`src/rtl/flappy_pkg.sv`:
```
// Shared constants and types for the pipe feeder and its LFSR.
package flappy_pkg;

   localparam int unsigned HEIGHT_W = 5;
   localparam int unsigned CNT_W    = 8;
   localparam int unsigned PP_W     = 8;
   localparam int unsigned LFSR_W   = 16;

   localparam logic [LFSR_W-1:0] LFSR_TAPS = 16'hB400;

   localparam logic [1:0] COL_EMPTY = 2'b00;
   localparam logic [1:0] COL_EDGE  = 2'b11;
   localparam logic [1:0] COL_BODY  = 2'b01;

   typedef enum logic [1:0] {IDLE, GAP, PIPE} feeder_state_t;

endpackage

```
`src/rtl/lfsr16_galois.sv`:
```
// 16-bit Galois LFSR: synchronous load of seed, one shift per adv pulse.
module lfsr16_galois
   import flappy_pkg::*;
#(
   parameter logic [LFSR_W-1:0] RST_VAL = 16'hACE1
) (
   input  logic              clk,
   input  logic              reset,
   input  logic              load,
   input  logic [LFSR_W-1:0] seed,
   input  logic              adv,
   output logic [LFSR_W-1:0] value
);

   always_ff @(posedge clk or posedge reset) begin
      if (reset)
         value <= RST_VAL;
      else if (load)
         value <= seed;
      else if (adv)
         value <= value[0] ? ((value >> 1) ^ LFSR_TAPS) : (value >> 1);
   end

endmodule

```
`src/rtl/pipe_feeder.sv`:
```
// Obstacle column generator: emits empty/pipe column codes per scroll step with LFSR gaps.
// Optional spacing ramp enabled by defining PIPE_FEEDER_RAMP_EN.
module pipe_feeder
   import flappy_pkg::*;
#(
   parameter int unsigned       SPACING = 8,
   parameter int unsigned       PIPE_W  = 2,
   parameter int unsigned       GAP_H   = 6,
   parameter int unsigned       H_MAX   = 20,
   parameter logic [LFSR_W-1:0] SEED    = 16'hACE1
) (
   input  logic                clk,
   input  logic                reset,
   input  logic                run,
   input  logic                step,
   output logic [1:0]          col,
   output logic                col_valid,
   output logic [HEIGHT_W-1:0] gap_lo,
   output logic [HEIGHT_W-1:0] gap_hi,
   output logic [PP_W-1:0]     pipes_passed
);

   localparam int unsigned LO_MAX = H_MAX - GAP_H;

   feeder_state_t       state, state_nxt;
   logic [CNT_W-1:0]    gcnt, gcnt_nxt, wcnt, wcnt_nxt;
   logic [1:0]          col_nxt;
   logic                col_valid_nxt;
   logic [HEIGHT_W-1:0] gap_lo_nxt, gap_hi_nxt, cand;
   logic [PP_W-1:0]     pp_nxt;
   logic                load, draw;
   logic [LFSR_W-1:0]   lfsr;
   logic                unused_lfsr;

`ifdef PIPE_FEEDER_RAMP_EN
   logic [CNT_W-1:0]    spacing_cur, spacing_nxt;
`else
   logic [CNT_W-1:0]    spacing_cur;
   assign spacing_cur = CNT_W'(SPACING);
`endif

   lfsr16_galois #(.RST_VAL(SEED)) u_lfsr (
      .clk   (clk),
      .reset (reset),
      .load  (load),
      .seed  (SEED),
      .adv   (draw),
      .value (lfsr)
   );

   assign unused_lfsr = ^lfsr[LFSR_W-1:HEIGHT_W];

   // Fold the 5-bit LFSR slice into 1..LO_MAX
   always_comb begin
      cand = lfsr[HEIGHT_W-1:0];
      if (cand > HEIGHT_W'(LO_MAX))
         cand = cand - HEIGHT_W'(LO_MAX + 1);
      if (cand == '0)
         cand = HEIGHT_W'(1);
      else if (cand > HEIGHT_W'(LO_MAX))
         cand = HEIGHT_W'(LO_MAX);
   end

   always_ff @(posedge clk or posedge reset) begin
      if (reset) begin
         state        <= IDLE;
         col          <= COL_EMPTY;
         col_valid    <= 1'b0;
         gap_lo       <= '0;
         gap_hi       <= '1;
         pipes_passed <= '0;
         gcnt         <= '0;
         wcnt         <= '0;
`ifdef PIPE_FEEDER_RAMP_EN
         spacing_cur  <= CNT_W'(SPACING);
`endif
      end else begin
         state        <= state_nxt;
         col          <= col_nxt;
         col_valid    <= col_valid_nxt;
         gap_lo       <= gap_lo_nxt;
         gap_hi       <= gap_hi_nxt;
         pipes_passed <= pp_nxt;
         gcnt         <= gcnt_nxt;
         wcnt         <= wcnt_nxt;
`ifdef PIPE_FEEDER_RAMP_EN
         spacing_cur  <= spacing_nxt;
`endif
      end
   end

   always_comb begin
      state_nxt     = state;
      col_nxt       = col;
      col_valid_nxt = 1'b0;
      gap_lo_nxt    = gap_lo;
      gap_hi_nxt    = gap_hi;
      pp_nxt        = pipes_passed;
      gcnt_nxt      = gcnt;
      wcnt_nxt      = wcnt;
      load          = 1'b0;
      draw          = 1'b0;
`ifdef PIPE_FEEDER_RAMP_EN
      spacing_nxt   = spacing_cur;
`endif
      case (state)
         IDLE: begin
            load       = 1'b1;
            col_nxt    = COL_EMPTY;
            pp_nxt     = '0;
            gap_lo_nxt = '0;
            gap_hi_nxt = '1;
`ifdef PIPE_FEEDER_RAMP_EN
            spacing_nxt = CNT_W'(SPACING);
`endif
            if (run) begin
               state_nxt = GAP;
               gcnt_nxt  = CNT_W'(SPACING);
            end
         end
         GAP: begin
            if (!run) begin
               state_nxt = IDLE;
            end else if (step) begin
               col_valid_nxt = 1'b1;
               col_nxt       = COL_EMPTY;
               gcnt_nxt      = gcnt - CNT_W'(1);
               if (gcnt == CNT_W'(1)) begin
                  state_nxt  = PIPE;
                  wcnt_nxt   = CNT_W'(PIPE_W);
                  draw       = 1'b1;
                  gap_lo_nxt = cand;
                  gap_hi_nxt = cand + HEIGHT_W'(GAP_H);
               end
            end
         end
         PIPE: begin
            if (!run) begin
               state_nxt = IDLE;
            end else if (step) begin
               col_valid_nxt = 1'b1;
               col_nxt       = (wcnt == CNT_W'(PIPE_W)) ? COL_EDGE : COL_BODY;
               wcnt_nxt      = wcnt - CNT_W'(1);
               if (wcnt == CNT_W'(1)) begin
                  state_nxt = GAP;
                  if (pipes_passed != '1)
                     pp_nxt = pipes_passed + PP_W'(1);
`ifdef PIPE_FEEDER_RAMP_EN
                  // Tighten spacing every fourth pipe; takes effect on this GAP entry
                  if ((pipes_passed != '1) && (pp_nxt[1:0] == 2'b00) &&
                      (spacing_cur > CNT_W'(3)))
                     spacing_nxt = spacing_cur - CNT_W'(1);
                  gcnt_nxt = spacing_nxt;
`else
                  gcnt_nxt = spacing_cur;
`endif
               end
            end
         end
         default: state_nxt = IDLE;
      endcase
   end

endmodule

```
`config.mk`:
```
export PLATFORM = sky130hd
export DESIGN_NAME = pipe_feeder
export DESIGN_NICKNAME = d
export VERILOG_FILES = /design/src/rtl/flappy_pkg.sv /design/src/rtl/lfsr16_galois.sv /design/src/rtl/pipe_feeder.sv
export SDC_FILE = /design/constraint.sdc
export NUM_CORES = 1
export LEC_CHECK = 0
export BUFFER_PORTS_ARGS = -buffer_cell sky130_fd_sc_hd__buf_4
export CAP_MARGIN = 20
export CORE_ASPECT_RATIO = 0.6
export CORE_UTILIZATION = 38
export DETAILED_ROUTE_END_ITERATION = 8
export GPL_TIMING_DRIVEN = 0
export SETUP_SLACK_MARGIN = 0.2
export SYNTH_ARGS = -nofsm -noshare
export SYNTH_HDL_FRONTEND = slang
export SYNTH_SLANG_ARGS = --single-unit
```
`constraint.sdc`:
```
create_clock -name clk -period 2.62 [get_ports clk]
set_clock_uncertainty 0.2 [all_clocks]
set_input_delay 0.131 -clock clk [delete_from_list [all_inputs] [get_ports clk]]
set_output_delay 0.131 -clock clk [all_outputs]
set_load 0.02 [all_outputs]
```
==> metrics.txt, run 1 <==
# TYPE chip_impl_metric gauge
chip_impl_metric{name="post_synth.cell_area_avg",unit="um^2"} 9.26
chip_impl_metric{name="synth_fp_nets",unit=""} 352
chip_impl_metric{name="post_dp_hpwl",unit="um"} 5320
chip_impl_metric{name="core_outline_area",unit="um^2"} 7880
chip_impl_metric{name="peakVddDrop",unit="mV"} 0.425
chip_impl_info{name="worstHoldEndpoint",value="gap_hi[3]$_DFFE_PP1P_"} 1
chip_impl_metric{name="synthesis_to_layout_area_growth",unit="%"} 21.7
chip_impl_metric{name="worst_setup_hold_path_clk_slew",unit="ns"} 0.07
chip_impl_metric{name="globalRouteOverflowTotal",unit=""} 0
chip_impl_metric{name="worstHoldPathCells",unit=""} 5
chip_impl_metric{name="vias_per_cell",unit=""} 5.40
chip_impl_metric{name="drcViolationCount",unit=""} 0
chip_impl_metric{name="max_cap_violations",unit=""} 0
chip_impl_metric{name="whs",unit="ns"} 0.161
chip_impl_metric{name="detailroute.via_count",unit=""} 2616
chip_impl_metric{name="yosys.area.top_type_share",unit="%"} 34.0
chip_impl_metric{name="firstDrtPassIters",unit=""} 4
chip_impl_metric{name="groute.usage.overall",unit="%"} 18.8
chip_impl_metric{name="layout_worst_path_cycle_share",unit="%"} 90.4
chip_impl_metric{name="antennaDiodeCount",unit=""} 0
chip_impl_info{name="timing.rr.end",value="gap_hi[0]$_DFFE_PP1P_"} 1
chip_impl_metric{name="layout.nets",unit=""} 393
chip_impl_metric{name="cp_data_required_time",unit="ns"} 2.67
chip_impl_metric{name="drive_above_1_share",unit="%"} 22.9
chip_impl_info{name="crit-reg2reg-launch",value="u_lfsr.value[0]$_DFFE_PP1P_"} 1
chip_impl_metric{name="fill_cells",unit=""} 776
chip_impl_metric{name="worst_skew_pair.late_latency",unit="ns"} 0.30
chip_impl_metric{name="count_of_port_buffers_added_during_placement",unit=""} 24
chip_impl_info{name="tritoncts",value="done"} 1
chip_impl_metric{name="worstRegToRegCells",unit=""} 8
chip_impl_metric{name="synthArstFlopShare",unit="%"} 100
chip_impl_metric{name="synth_instances",unit=""} 334
chip_impl_metric{name="htree_num_levels",unit=""} 2
chip_impl_metric{name="syn-cell-area",unit="um^2"} 3090
chip_impl_metric{name="number_of_standard_cell_rows_in_the_floorplan",unit=""} 25
chip_impl_metric{name="path_max_fanout",unit=""} 5
chip_impl_metric{name="antenna_found_initial",unit=""} 0
chip_impl_metric{name="floorplan.die.height",unit="um"} 71.9
chip_impl_metric{name="cts_num_sinks",unit=""} 55
chip_impl_metric{name="fmax",unit="MHz"} 422
chip_impl_metric{name="grt_pass1_wl",unit="um"} 12500
chip_impl_metric{name="grt_start_max_net_pins",unit=""} 29
chip_impl_info{name="rsz0062_at_grt",value="true"} 1
chip_impl_metric{name="fp.dieW",unit="um"} 118
chip_impl_metric{name="initial_core_util",unit="%"} 39.3
chip_impl_metric{name="route.final.wire_length",unit="um"} 7440
chip_impl_metric{name="finalSetupViolCount",unit=""} 0
chip_impl_info{name="clock-root-buffer",value="clkbuf_16"} 1
chip_impl_metric{name="routabilityCongestion",unit=""} 0.784
chip_impl_info{name="startpoint_types",value="flip-flop"} 1
chip_impl_metric{name="ios",unit=""} 25
chip_impl_metric{name="overall_die_area",unit="um^2"} 8520
chip_impl_metric{name="worstPathArrival",unit="ns"} 2.41
chip_impl_info{name="post-synth-top-area-cell",value="dfrtp_1"} 1
chip_impl_info{name="launch_point_of_the_worst_hold_path",value="step"} 1
chip_impl_metric{name="number_of_nets_with_antenna_violations_after_routing",unit=""} 0
chip_impl_info{name="synth_commonest_cells",value="nand2_1 (58), dfrtp_1 (42), nor2_1 (24)"} 1
chip_impl_metric{name="netlist-cell-type-count",unit=""} 58
chip_impl_metric{name="part_of_the_yosys_area_used_for_sequential_elements",unit="%"} 45.0
chip_impl_info{name="postSynth.topFlopCell",value="dfrtp_1"} 1
chip_impl_metric{name="synth_enable_flop_cells",unit=""} 0
chip_impl_metric{name="finalHoldViolCount",unit=""} 0
chip_impl_info{name="synth_most_common_cell",value="nand2_1"} 1
chip_impl_info{name="synth_top_cells_by_area",value="dfrtp_1 (34%), dfstp_2 (11%), nand2_1 (7.0%)"} 1
chip_impl_metric{name="final_max_slew_viol_count",unit=""} 0
chip_impl_info{name="setup.worst_path.start",value="u_lfsr.value[0]$_DFFE_PP1P_"} 1
chip_impl_metric{name="worst-slew-pin-transition",unit="ns"} 0.620
chip_impl_info{name="worstSetupEndpointType",value="flip-flop"} 1
chip_impl_metric{name="ctsLongestPathBuffers",unit=""} 2
chip_impl_info{name="timing.setup.critical_path_class",value="reg2reg"} 1
chip_impl_metric{name="number_of_global_route_vias_before_repair",unit=""} 2412
chip_impl_metric{name="p_per_area",unit="nW/um^2"} 718
chip_impl_metric{name="reg2reg_slack",unit="ns"} 0.25
chip_impl_metric{name="yosys_warnings",unit=""} 0
chip_impl_info{name="worstHoldPathType",value="in2reg"} 1
chip_impl_metric{name="power_leakage",unit="nW"} 1.62
chip_impl_metric{name="cts_inserted_buffers",unit=""} 5
chip_impl_metric{name="dr.first_iter.drc_count",unit=""} 185
chip_impl_metric{name="fin_crit",unit="ns"} 2.37
chip_impl_metric{name="synth.ff_latch_count",unit=""} 55
chip_impl_metric{name="final_core_utilization",unit="%"} 47.8
chip_impl_metric{name="drt-wirelength-per-cell",unit="um"} 15.4
chip_impl_info{name="status",value="complete, no violations"} 1
chip_impl_metric{name="slew_headroom",unit="%"} 58.6
per-stage QoR:
| stage | instances | cell area, um^2 | power (mW) | TNS (ns) | setup WS, ns |
|---|---|---|---|---|---|
| floorplan | 334 | 3100 | 1.68 | 0 | 0.203 |
| global placement | 466 | 3410 | 1.88 | -0.220 | -0.118 |
| detailed placement | 467 | 3430 | 1.92 | -0.278 | -0.115 |
| CTS | 482 | 3690 | 2.67 | 0 | 0.204 |
| global route | 484 | 3760 | 2.90 | 0 | 0.132 |
| finish | 484 | 3760 | 2.70 | 0 | 0.252 |
worst max-delay path by stage:
stage,to,cells after the start
after floorplan,gap_hi[0]$_DFFE_PP1P_,8
after global routing,gap_hi[0]$_DFFE_PP1P_,8
after detailed placement,gap_hi[3]$_DFFE_PP1P_,10
final,gap_hi[0]$_DFFE_PP1P_,8
after CTS,pipes_passed[5]$_DFFE_PP0P_,8
after global placement,gap_hi[0]$_DFFE_PP1P_,8
critical path, stage by stage (launching register included):
cell and delay (ns):
dfstp_2 0.57, buf_8 0.11, inv_6 0.03, ha_4 0.16, nand3b_1 0.18, a311oi_2 0.35
o211ai_1 0.18, a2111oi_4 0.38, a211o_1 0.15
sequential cells by signal (all words and copies together), names as in the netlist:
| name | flops |
|---|---|
| col_valid | 1 |
| wcnt | 8 |
| pipes_passed | 8 |
| col | 2 |
| state | 2 |
| gap_lo | 5 |
| gcnt | 8 |
| u_lfsr.value | 16 |
| gap_hi | 5 |
power by group:
group	switching, mW	total [mW]	internal [mW]
clock	0.320	0.702	0.383
combinational	0.536	0.900	0.364
sequential	0.141	1.10	0.959
total	0.997	2.70	1.71
layer usage:
layer | routed length [um] | GRT usage (%) | up-vias
met5 | 0 | 0 | -
met4 | 38 | 4.64 | 0
met3 | 285 | 4.17 | 7
met2 | 3060 | 26.2 | 51
met1 | 4050 | 29.2 | 1292
li1 | - | - | 1266
cell families after synthesis:
kind of cell	Yosys count	synth area share, %
multiplexers	4	1.46
adder cells (fa/ha/maj)	14	5.66
flip-flops	55	45.0
AO/OA/AOI/OAI	67	15.4
buffers and inverters	28	3.80
AND/OR/NAND/NOR	155	25.6
XOR/XNOR	11	3.11
what timing repair did:
action / 4_1_cts / 5_1_grt
setup buffers: 4 / 2
pin swaps: 5 / 2
hold endpoints to repair: 25 / 0
resized for setup: 13 / 21
endpoints found under the setup margin: 20 / 44
hold buffers: 3 / 0
layout by cell type, fill, tap and decap left out, types with 5 or more instances in the layout:
cell type   n
nand2_1    58
dfrtp_1    42
buf_4      29
nor2_1     22
nand3_1    15
nor3_1     14
o21ai_0    13
a21oi_1    13
ha_1       13
dfstp_2    13
inv_1      11
o211ai_1   10
xnor2_1     8
nor2b_1     6
buf_2       5
clkbuf_16   5
cell type report:
cell class,instances,area (um^2),share of cell area [%]
Multi-Input combinational cell,251,1660,44.1
Tap cell,108,135,3.59
Sequential cell,55,1390,37.0
Inverter,13,53.8,1.43
Clock buffer,6,139,3.69
Clock inverter,2,16.3,0.432
Timing Repair Buffer,34,279,7.41
Buffer,15,88.8,2.36
Note: power is estimated with default switching activity, not from simulation.
==> inputs of run 2 (changes only) <==
==> constraint.sdc (replaced) <==
create_clock -name clk -period 2.62 [get_ports clk]
set_clock_uncertainty 0.2 [all_clocks]
set_input_delay 0.524 -clock clk [delete_from_list [all_inputs] [get_ports clk]]
set_output_delay 0.524 -clock clk [all_outputs]
set_load 0.02 [all_outputs]
==> run 2 against run 1 <==
Fmax about the same. Utilization down 0.38 points. Total power down 0.42%. Sequential share of layout area up 0.30 points. Via count down 2.1%. Setup slack worse by 0.0020 ns. Global-route usage unchanged. Largest cell class unchanged. Largest power group unchanged.
==> metrics.txt, run 2 (synthesis gave the netlist of run 1 again) <==
# TYPE chip_impl_metric gauge
chip_impl_info{name="status",value="complete, no violations"} 1
chip_impl_metric{name="groute.usage.overall",unit="%"} 18.8
chip_impl_metric{name="max_cap_violations",unit=""} 0
chip_impl_metric{name="number_of_global_route_vias_before_repair",unit=""} 2410
chip_impl_info{name="rsz0062_at_grt",value="true"} 1
chip_impl_metric{name="route.final.wire_length",unit="um"} 7380
chip_impl_info{name="worstHoldPathType",value="in2async"} 1
chip_impl_metric{name="overall_die_area",unit="um^2"} 8520
chip_impl_metric{name="max_stage_delay",unit="ns"} 0.56
chip_impl_metric{name="slew_headroom",unit="%"} 58.8
chip_impl_metric{name="synthesis_to_layout_area_growth",unit="%"} 20.7
chip_impl_info{name="timing.critical_path.cells",value="buf_8 > inv_6 > ha_4 > nand3b_1 > a311oi_2 > o211ai_1 > a2111oi_4 > a211o_1"} 1
chip_impl_metric{name="antenna_found_initial",unit=""} 0
chip_impl_metric{name="p_per_area",unit="nW/um^2"} 721
chip_impl_info{name="tritoncts",value="done"} 1
chip_impl_metric{name="ff_latch_area",unit="um^2"} 1390
chip_impl_metric{name="finalSetupViolCount",unit=""} 0
chip_impl_metric{name="dr.first_iter.drc_count",unit=""} 176
chip_impl_info{name="timing.setup.critical_path_class",value="reg2reg"} 1
chip_impl_metric{name="initial_core_util",unit="%"} 39.3
chip_impl_metric{name="power.switching_fraction",unit="%"} 36.8
chip_impl_metric{name="total_switching_power",unit="mW"} 0.990
chip_impl_metric{name="fp.dieW",unit="um"} 118
chip_impl_metric{name="count_of_port_buffers_added_during_placement",unit=""} 24
chip_impl_metric{name="power_leakage",unit="nW"} 1.61
chip_impl_metric{name="cp_data_required_time",unit="ns"} 2.67
chip_impl_metric{name="cts_num_sinks",unit=""} 55
chip_impl_metric{name="globalRouteOverflowTotal",unit=""} 0
chip_impl_metric{name="power_report.internal_total",unit="mW"} 1.70
chip_impl_metric{name="floorplan.die.height",unit="um"} 71.9
chip_impl_metric{name="finalHoldViolCount",unit=""} 0
chip_impl_metric{name="path_max_fanout",unit=""} 5
chip_impl_metric{name="grt_pass1_wl",unit="um"} 12500
chip_impl_metric{name="reg2reg_slack",unit="ns"} 0.25
chip_impl_metric{name="drt-wirelength-per-cell",unit="um"} 15.3
chip_impl_info{name="layout_commonest_cell",value="nand2_1"} 1
chip_impl_metric{name="layout.nets",unit=""} 390
chip_impl_info{name="critical_path_s_slowest_cell",value="dfstp_2"} 1
chip_impl_metric{name="ios",unit=""} 25
chip_impl_metric{name="detailroute.via_count",unit=""} 2560
chip_impl_metric{name="drcViolationCount",unit=""} 0
chip_impl_metric{name="critical_path.n_buffers_inverters",unit=""} 2
chip_impl_info{name="worstSetupEndpointType",value="flip-flop"} 1
chip_impl_metric{name="firstDrtPassIters",unit=""} 5
chip_impl_metric{name="htree_num_levels",unit=""} 2
chip_impl_info{name="max_flop_register",value="u_lfsr.value"} 1
chip_impl_metric{name="drive_above_1_share",unit="%"} 23.1
chip_impl_metric{name="whs",unit="ns"} 0.100
chip_impl_info{name="startpoint_types",value="flip-flop"} 1
chip_impl_metric{name="multi_input_area",unit="um^2"} 1660
chip_impl_metric{name="number_of_nets_with_antenna_violations_after_routing",unit=""} 0
chip_impl_metric{name="number_of_standard_cell_rows_in_the_floorplan",unit=""} 25
chip_impl_metric{name="routabilityCongestion",unit=""} 0.784
chip_impl_info{name="critical-path-top-delay-family",value="compound AO/OA/AOI/OAI gates"} 1
chip_impl_metric{name="ctsLongestPathBuffers",unit=""} 2
chip_impl_info{name="clock-root-buffer",value="clkbuf_16"} 1
chip_impl_metric{name="final_max_slew_viol_count",unit=""} 0
chip_impl_metric{name="cts_inserted_buffers",unit=""} 5
chip_impl_metric{name="peakVddDrop",unit="mV"} 0.421
chip_impl_metric{name="worst_setup_hold_path_clk_slew",unit="ns"} 0.07
chip_impl_metric{name="worst_skew_pair.late_latency",unit="ns"} 0.30
chip_impl_metric{name="fill_cells",unit=""} 778
chip_impl_metric{name="grt_start_max_net_pins",unit=""} 29
chip_impl_metric{name="design_power_total",unit="mW"} 2.69
chip_impl_info{name="layout.cells.most_common_list",value="nand2_1 (58), dfrtp_1 (42), buf_4 (29), nor2_1 (22), nand3_1 (15)"} 1
chip_impl_metric{name="power_frac_seq",unit="%"} 40.8
chip_impl_metric{name="core_outline_area",unit="um^2"} 7880
chip_impl_metric{name="worstPathArrival",unit="ns"} 2.42
chip_impl_metric{name="flip_flop_count_of_the_largest_register_all_copies_and_words_added",unit=""} 16
chip_impl_metric{name="clock_power_share",unit="%"} 26.0
chip_impl_metric{name="power_frac_comb",unit="%"} 33.1
chip_impl_metric{name="worst-slew-pin-transition",unit="ns"} 0.617
chip_impl_metric{name="fin_crit",unit="ns"} 2.37
chip_impl_metric{name="setup_total_negative_slack",unit="ns"} 0
chip_impl_metric{name="vias_per_cell",unit=""} 5.32
chip_impl_metric{name="fmax",unit="MHz"} 422
chip_impl_metric{name="layout_worst_path_cycle_share",unit="%"} 90.5
chip_impl_metric{name="antennaDiodeCount",unit=""} 0
chip_impl_metric{name="post_dp_hpwl",unit="um"} 5320
-- run 2: cell count changes in the layout (fill, tap and decap cells not counted) --
cell           change
dlygate4sd3_1      -3
-- run 2: power by group through the flow --
stage	clock (mW)	combinational, mW	sequential [mW]
2_1_floorplan	0	0.594	1.09
3_3_place_gp	0	0.782	1.10
3_5_place_dp	0	0.811	1.11
4_1_cts	0.724	0.849	1.09
5_1_grt	0.759	1.01	1.12
6_report	0.700	0.892	1.10
-- run 2: per-stage QoR --
stage                     util, %  area (um^2)  instances  setup slack [ns]
after floorplan                 -         3100        334             0.203
after global placement       43.3         3410        466            -0.278
after detailed placement     43.5         3430        467            -0.115
after CTS                    46.5         3660        479             0.204
after global routing         47.4         3730        481             0.132
final                        47.4         3730        481             0.250
-- run 2: area by class of cell --
cell class                 count  area share [%]
multi-input combinational    251            44.5
sequential                    55            37.3
timing repair buffer          31            6.67
clock buffer                   6            3.72
tap                          108            3.62
buffer                        15            2.38
inverter                      13            1.44
clock inverter                 2           0.436
-- run 2: repair_timing --
action | 4_1_cts | 5_1_grt
pin swaps | 5 | 2
hold buffers | 0 | 0
setup endpoints to repair | 20 | 44
gates resized for setup | 13 | 21
setup buffers | 4 | 2
-- run 2: path summary, 6_finish.rpt --
| check | to | from | depth (start not counted) |
|---|---|---|---|
| setup / recovery | gap_hi[0]$_DFFE_PP1P_ | u_lfsr.value[0]$_DFFE_PP1P_ | 8 |
| hold / removal | u_lfsr.value[4]$_DFFE_PP0P_ | reset | 2 |
| setup reg to reg | gap_hi[0]$_DFFE_PP1P_ | u_lfsr.value[0]$_DFFE_PP1P_ | 8 |
| min in group clk | u_lfsr.value[7]$_DFFE_PP1P_ | u_lfsr.value[7]$_DFFE_PP1P_ | 2 |
| max in group asynchronous | gap_hi[2]$_DFFE_PP1P_ | reset | 3 |
| hold reg to reg | u_lfsr.value[7]$_DFFE_PP1P_ | u_lfsr.value[7]$_DFFE_PP1P_ | 2 |
-- run 2: per-layer routing --
metal  vias up  part of all wire (%)  GRT usage (%)
met1      1254                    55           29.2
li1       1260                     -              -
met2        42                    41           26.2
met3         4                   3.3           4.17
met5         -                     0              0
met4         0                  0.41           4.64
==> inputs of run 3 (changes only) <==
--- a/config.mk
+++ b/config.mk
@@ -8,7 +8,7 @@
 export BUFFER_PORTS_ARGS = -buffer_cell sky130_fd_sc_hd__buf_4
 export CAP_MARGIN = 20
 export CORE_ASPECT_RATIO = 0.6
-export CORE_UTILIZATION = 38
+export CORE_UTILIZATION = 30
 export DETAILED_ROUTE_END_ITERATION = 8
 export GPL_TIMING_DRIVEN = 0
 export SETUP_SLACK_MARGIN = 0.2
==> run 3 against run 2 <==
The run now ends with negative hold slack left. Clock power grew 2%. Via count shrank 1.4%. First-iteration DRC count grew 5.7%. Fmax shrank 1.5%. Wire length is the same. Design area grew 0.94%. Global-route usage shrank 4.2 points. Sequential power is essentially flat. Highest routed layer unchanged.
==> metrics.txt, run 3 (synthesis gave the netlist of run 1 again) <==
# TYPE chip_impl_metric gauge
chip_impl_metric{name="max_cap_violations",unit=""} 0
chip_impl_metric{name="final_max_slew_viol_count",unit=""} 0
chip_impl_metric{name="fp.dieW",unit="um"} 133
chip_impl_metric{name="max_stage_delay",unit="ns"} 0.55
chip_impl_info{name="max_flop_register",value="u_lfsr.value"} 1
chip_impl_metric{name="antenna_found_initial",unit=""} 0
chip_impl_info{name="failing_checks",value="negative hold slack"} 1
chip_impl_metric{name="cts_num_sinks",unit=""} 55
chip_impl_info{name="clock-root-buffer",value="clkbuf_16"} 1
chip_impl_metric{name="firstDrtPassIters",unit=""} 5
chip_impl_metric{name="finalSetupViolCount",unit=""} 0
chip_impl_info{name="timing.setup.critical_path_class",value="reg2reg"} 1
chip_impl_info{name="worstHoldPathType",value="in2async"} 1
chip_impl_metric{name="grt_pass1_wl",unit="um"} 12200
chip_impl_metric{name="grt_start_max_net_pins",unit=""} 42
chip_impl_info{name="setup.worst_path.start",value="u_lfsr.value[0]$_DFFE_PP1P_"} 1
chip_impl_metric{name="post_dp_hpwl",unit="um"} 5280
chip_impl_info{name="rsz0062_at_grt",value="true"} 1
chip_impl_metric{name="peakVddDrop",unit="mV"} 0.330
chip_impl_metric{name="count_of_port_buffers_added_during_placement",unit=""} 24
chip_impl_metric{name="cts_inserted_buffers",unit=""} 5
chip_impl_metric{name="groute.usage.overall",unit="%"} 14.6
chip_impl_metric{name="fin_crit",unit="ns"} 2.41
chip_impl_info{name="status",value="complete, but fails checks"} 1
chip_impl_metric{name="ctsLongestPathBuffers",unit=""} 2
chip_impl_info{name="cp-endpoint",value="gap_hi[0]$_DFFE_PP1P_"} 1
chip_impl_metric{name="whs",unit="ns"} -0.00796
chip_impl_metric{name="finalHoldViolCount",unit=""} 11
chip_impl_metric{name="initial_core_util",unit="%"} 31.1
chip_impl_metric{name="drive_above_1_share",unit="%"} 22.1
chip_impl_info{name="crit-reg2reg-launch",value="u_lfsr.value[0]$_DFFE_PP1P_"} 1
chip_impl_metric{name="number_of_global_route_vias_before_repair",unit=""} 2382
chip_impl_metric{name="cp_data_required_time",unit="ns"} 2.66
chip_impl_info{name="critical_path_s_slowest_cell",value="dfstp_2"} 1
chip_impl_metric{name="floorplan.die.height",unit="um"} 80.7
chip_impl_metric{name="ios",unit=""} 25
chip_impl_metric{name="flip_flop_count_of_the_largest_register_all_copies_and_words_added",unit=""} 16
chip_impl_metric{name="worst_skew_pair.late_latency",unit="ns"} 0.30
chip_impl_metric{name="worstRegToRegCells",unit=""} 8
chip_impl_metric{name="worst_setup_hold_path_clk_slew",unit="ns"} 0.07
chip_impl_metric{name="antennaDiodeCount",unit=""} 0
chip_impl_metric{name="post_cts_hold_buffer_count",unit=""} 0
chip_impl_metric{name="detailroute.via_count",unit=""} 2523
chip_impl_metric{name="slew_headroom",unit="%"} 62.2
chip_impl_metric{name="layout_worst_path_cycle_share",unit="%"} 91.8
chip_impl_metric{name="core_outline_area",unit="um^2"} 9950
chip_impl_metric{name="overall_die_area",unit="um^2"} 10700
chip_impl_metric{name="p_per_area",unit="nW/um^2"} 718
chip_impl_metric{name="reg2reg_slack",unit="ns"} 0.21
chip_impl_metric{name="drt-wirelength-per-cell",unit="um"} 14.5
chip_impl_metric{name="route.final.wire_length",unit="um"} 7380
chip_impl_metric{name="number_of_nets_with_antenna_violations_after_routing",unit=""} 0
chip_impl_metric{name="power_leakage",unit="nW"} 1.61
chip_impl_metric{name="number_of_standard_cell_rows_in_the_floorplan",unit=""} 28
chip_impl_metric{name="routabilityCongestion",unit=""} 0.826
chip_impl_info{name="layout.cells.most_common_list",value="nand2_1 (58), dfrtp_1 (42), buf_4 (31), nor2_1 (23), nand3_1 (15)"} 1
chip_impl_metric{name="fmax",unit="MHz"} 416
chip_impl_metric{name="dr.first_iter.drc_count",unit=""} 186
chip_impl_info{name="timing.rr.end",value="gap_hi[0]$_DFFE_PP1P_"} 1
chip_impl_metric{name="layout.nets",unit=""} 392
chip_impl_info{name="timing.critical_path.cells",value="buf_8 > inv_6 > ha_4 > nand3b_1 > a311oi_2 > o211ai_1 > a2111oi_4 > a211o_1"} 1
chip_impl_metric{name="globalRouteOverflowTotal",unit=""} 0
chip_impl_metric{name="design_power_total",unit="mW"} 2.71
chip_impl_metric{name="worstPathArrival",unit="ns"} 2.45
chip_impl_metric{name="path_max_fanout",unit=""} 5
chip_impl_info{name="startpoint_types",value="flip-flop"} 1
chip_impl_metric{name="worst-slew-pin-transition",unit="ns"} 0.561
chip_impl_metric{name="vias_per_cell",unit=""} 4.95
chip_impl_info{name="layout_commonest_cell",value="nand2_1"} 1
chip_impl_metric{name="synthesis_to_layout_area_growth",unit="%"} 21.8
chip_impl_info{name="tritoncts",value="done"} 1
chip_impl_info{name="worstSetupEndpointType",value="flip-flop"} 1
chip_impl_metric{name="htree_num_levels",unit=""} 2
chip_impl_metric{name="drcViolationCount",unit=""} 0
chip_impl_metric{name="setup_total_negative_slack",unit="ns"} 0
## run 3: cell types whose count changed in the layout (fill, tap and decap cells not counted), sizes merged
cell and change:
buf +2, clkbuf +2, clkinv -1, clkinvlp -1
## run 3: worst min-delay path by stage
stage                                     start                           to  slack [ns]  cells past startpoint
floorplan           u_lfsr.value[5]$_DFFE_PP1P_  u_lfsr.value[5]$_DFFE_PP1P_        0.26                      2
global placement          gap_lo[0]$_DFFE_PP0P_        gap_lo[0]$_DFFE_PP0P_        0.27                      1
detailed placement  u_lfsr.value[7]$_DFFE_PP1P_  u_lfsr.value[7]$_DFFE_PP1P_        0.28                      2
CTS                                       reset  pipes_passed[4]$_DFFE_PP0P_       0.001                      2
global route                              reset  pipes_passed[7]$_DFFE_PP0P_        0.01                      2
finish                                    reset  pipes_passed[7]$_DFFE_PP0P_      -0.008                      2
## run 3: where the power goes
part           total, mW  switching (mW)  internal, mW
Combinational      0.902           0.533         0.369
Sequential          1.09           0.130         0.960
Clock              0.714           0.306         0.408
## run 3: per-stage QoR
stage               util [%]  std cells  worst slack [ns]  cell area (um^2)
CTS                     37.3        507             0.191              3710
detailed placement      34.8        494            -0.183              3460
global placement        34.6        493            -0.214              3440
global route            37.9        510            0.0650              3770
finish                  37.9        510             0.214              3770
floorplan                  -        334             0.203              3100
## run 3: area by class of cell
class                      instances  area (um^2)
buffer                            15         87.6
clock buffer                       8          156
fill                            1010         6180
inverter                          13         53.8
multi-input combinational        251         1650
sequential                        55         1390
tap                              135          169
timing repair buffer              33          264
## run 3: worst max-delay path: cells and delay by family, from the launching register on
kind,cells,cell delay (ns)
flip-flops,1,0.55
buffers and inverters,2,0.14
AND/OR/NAND/NOR,1,0.19
AO/OA/AOI/OAI,4,1.10
adder cells (fa/ha/maj),1,0.16
## run 3: repair_timing
item / 4_1_cts / 5_1_grt
endpoints found under the setup margin: 34 / 12
pin swaps: 5 / 1
setup buffers: 5 / 3
resized for setup: 15 / 12
## run 3: metal layers
metal	global-route usage (%)	part of all wire (%)	vias to the layer above
met4	2.16	0.16	0
met1	22.0	56	1209
met5	0	0	-
met2	20.0	38	54
li1	-	-	1256
met3	4.92	5.3	4
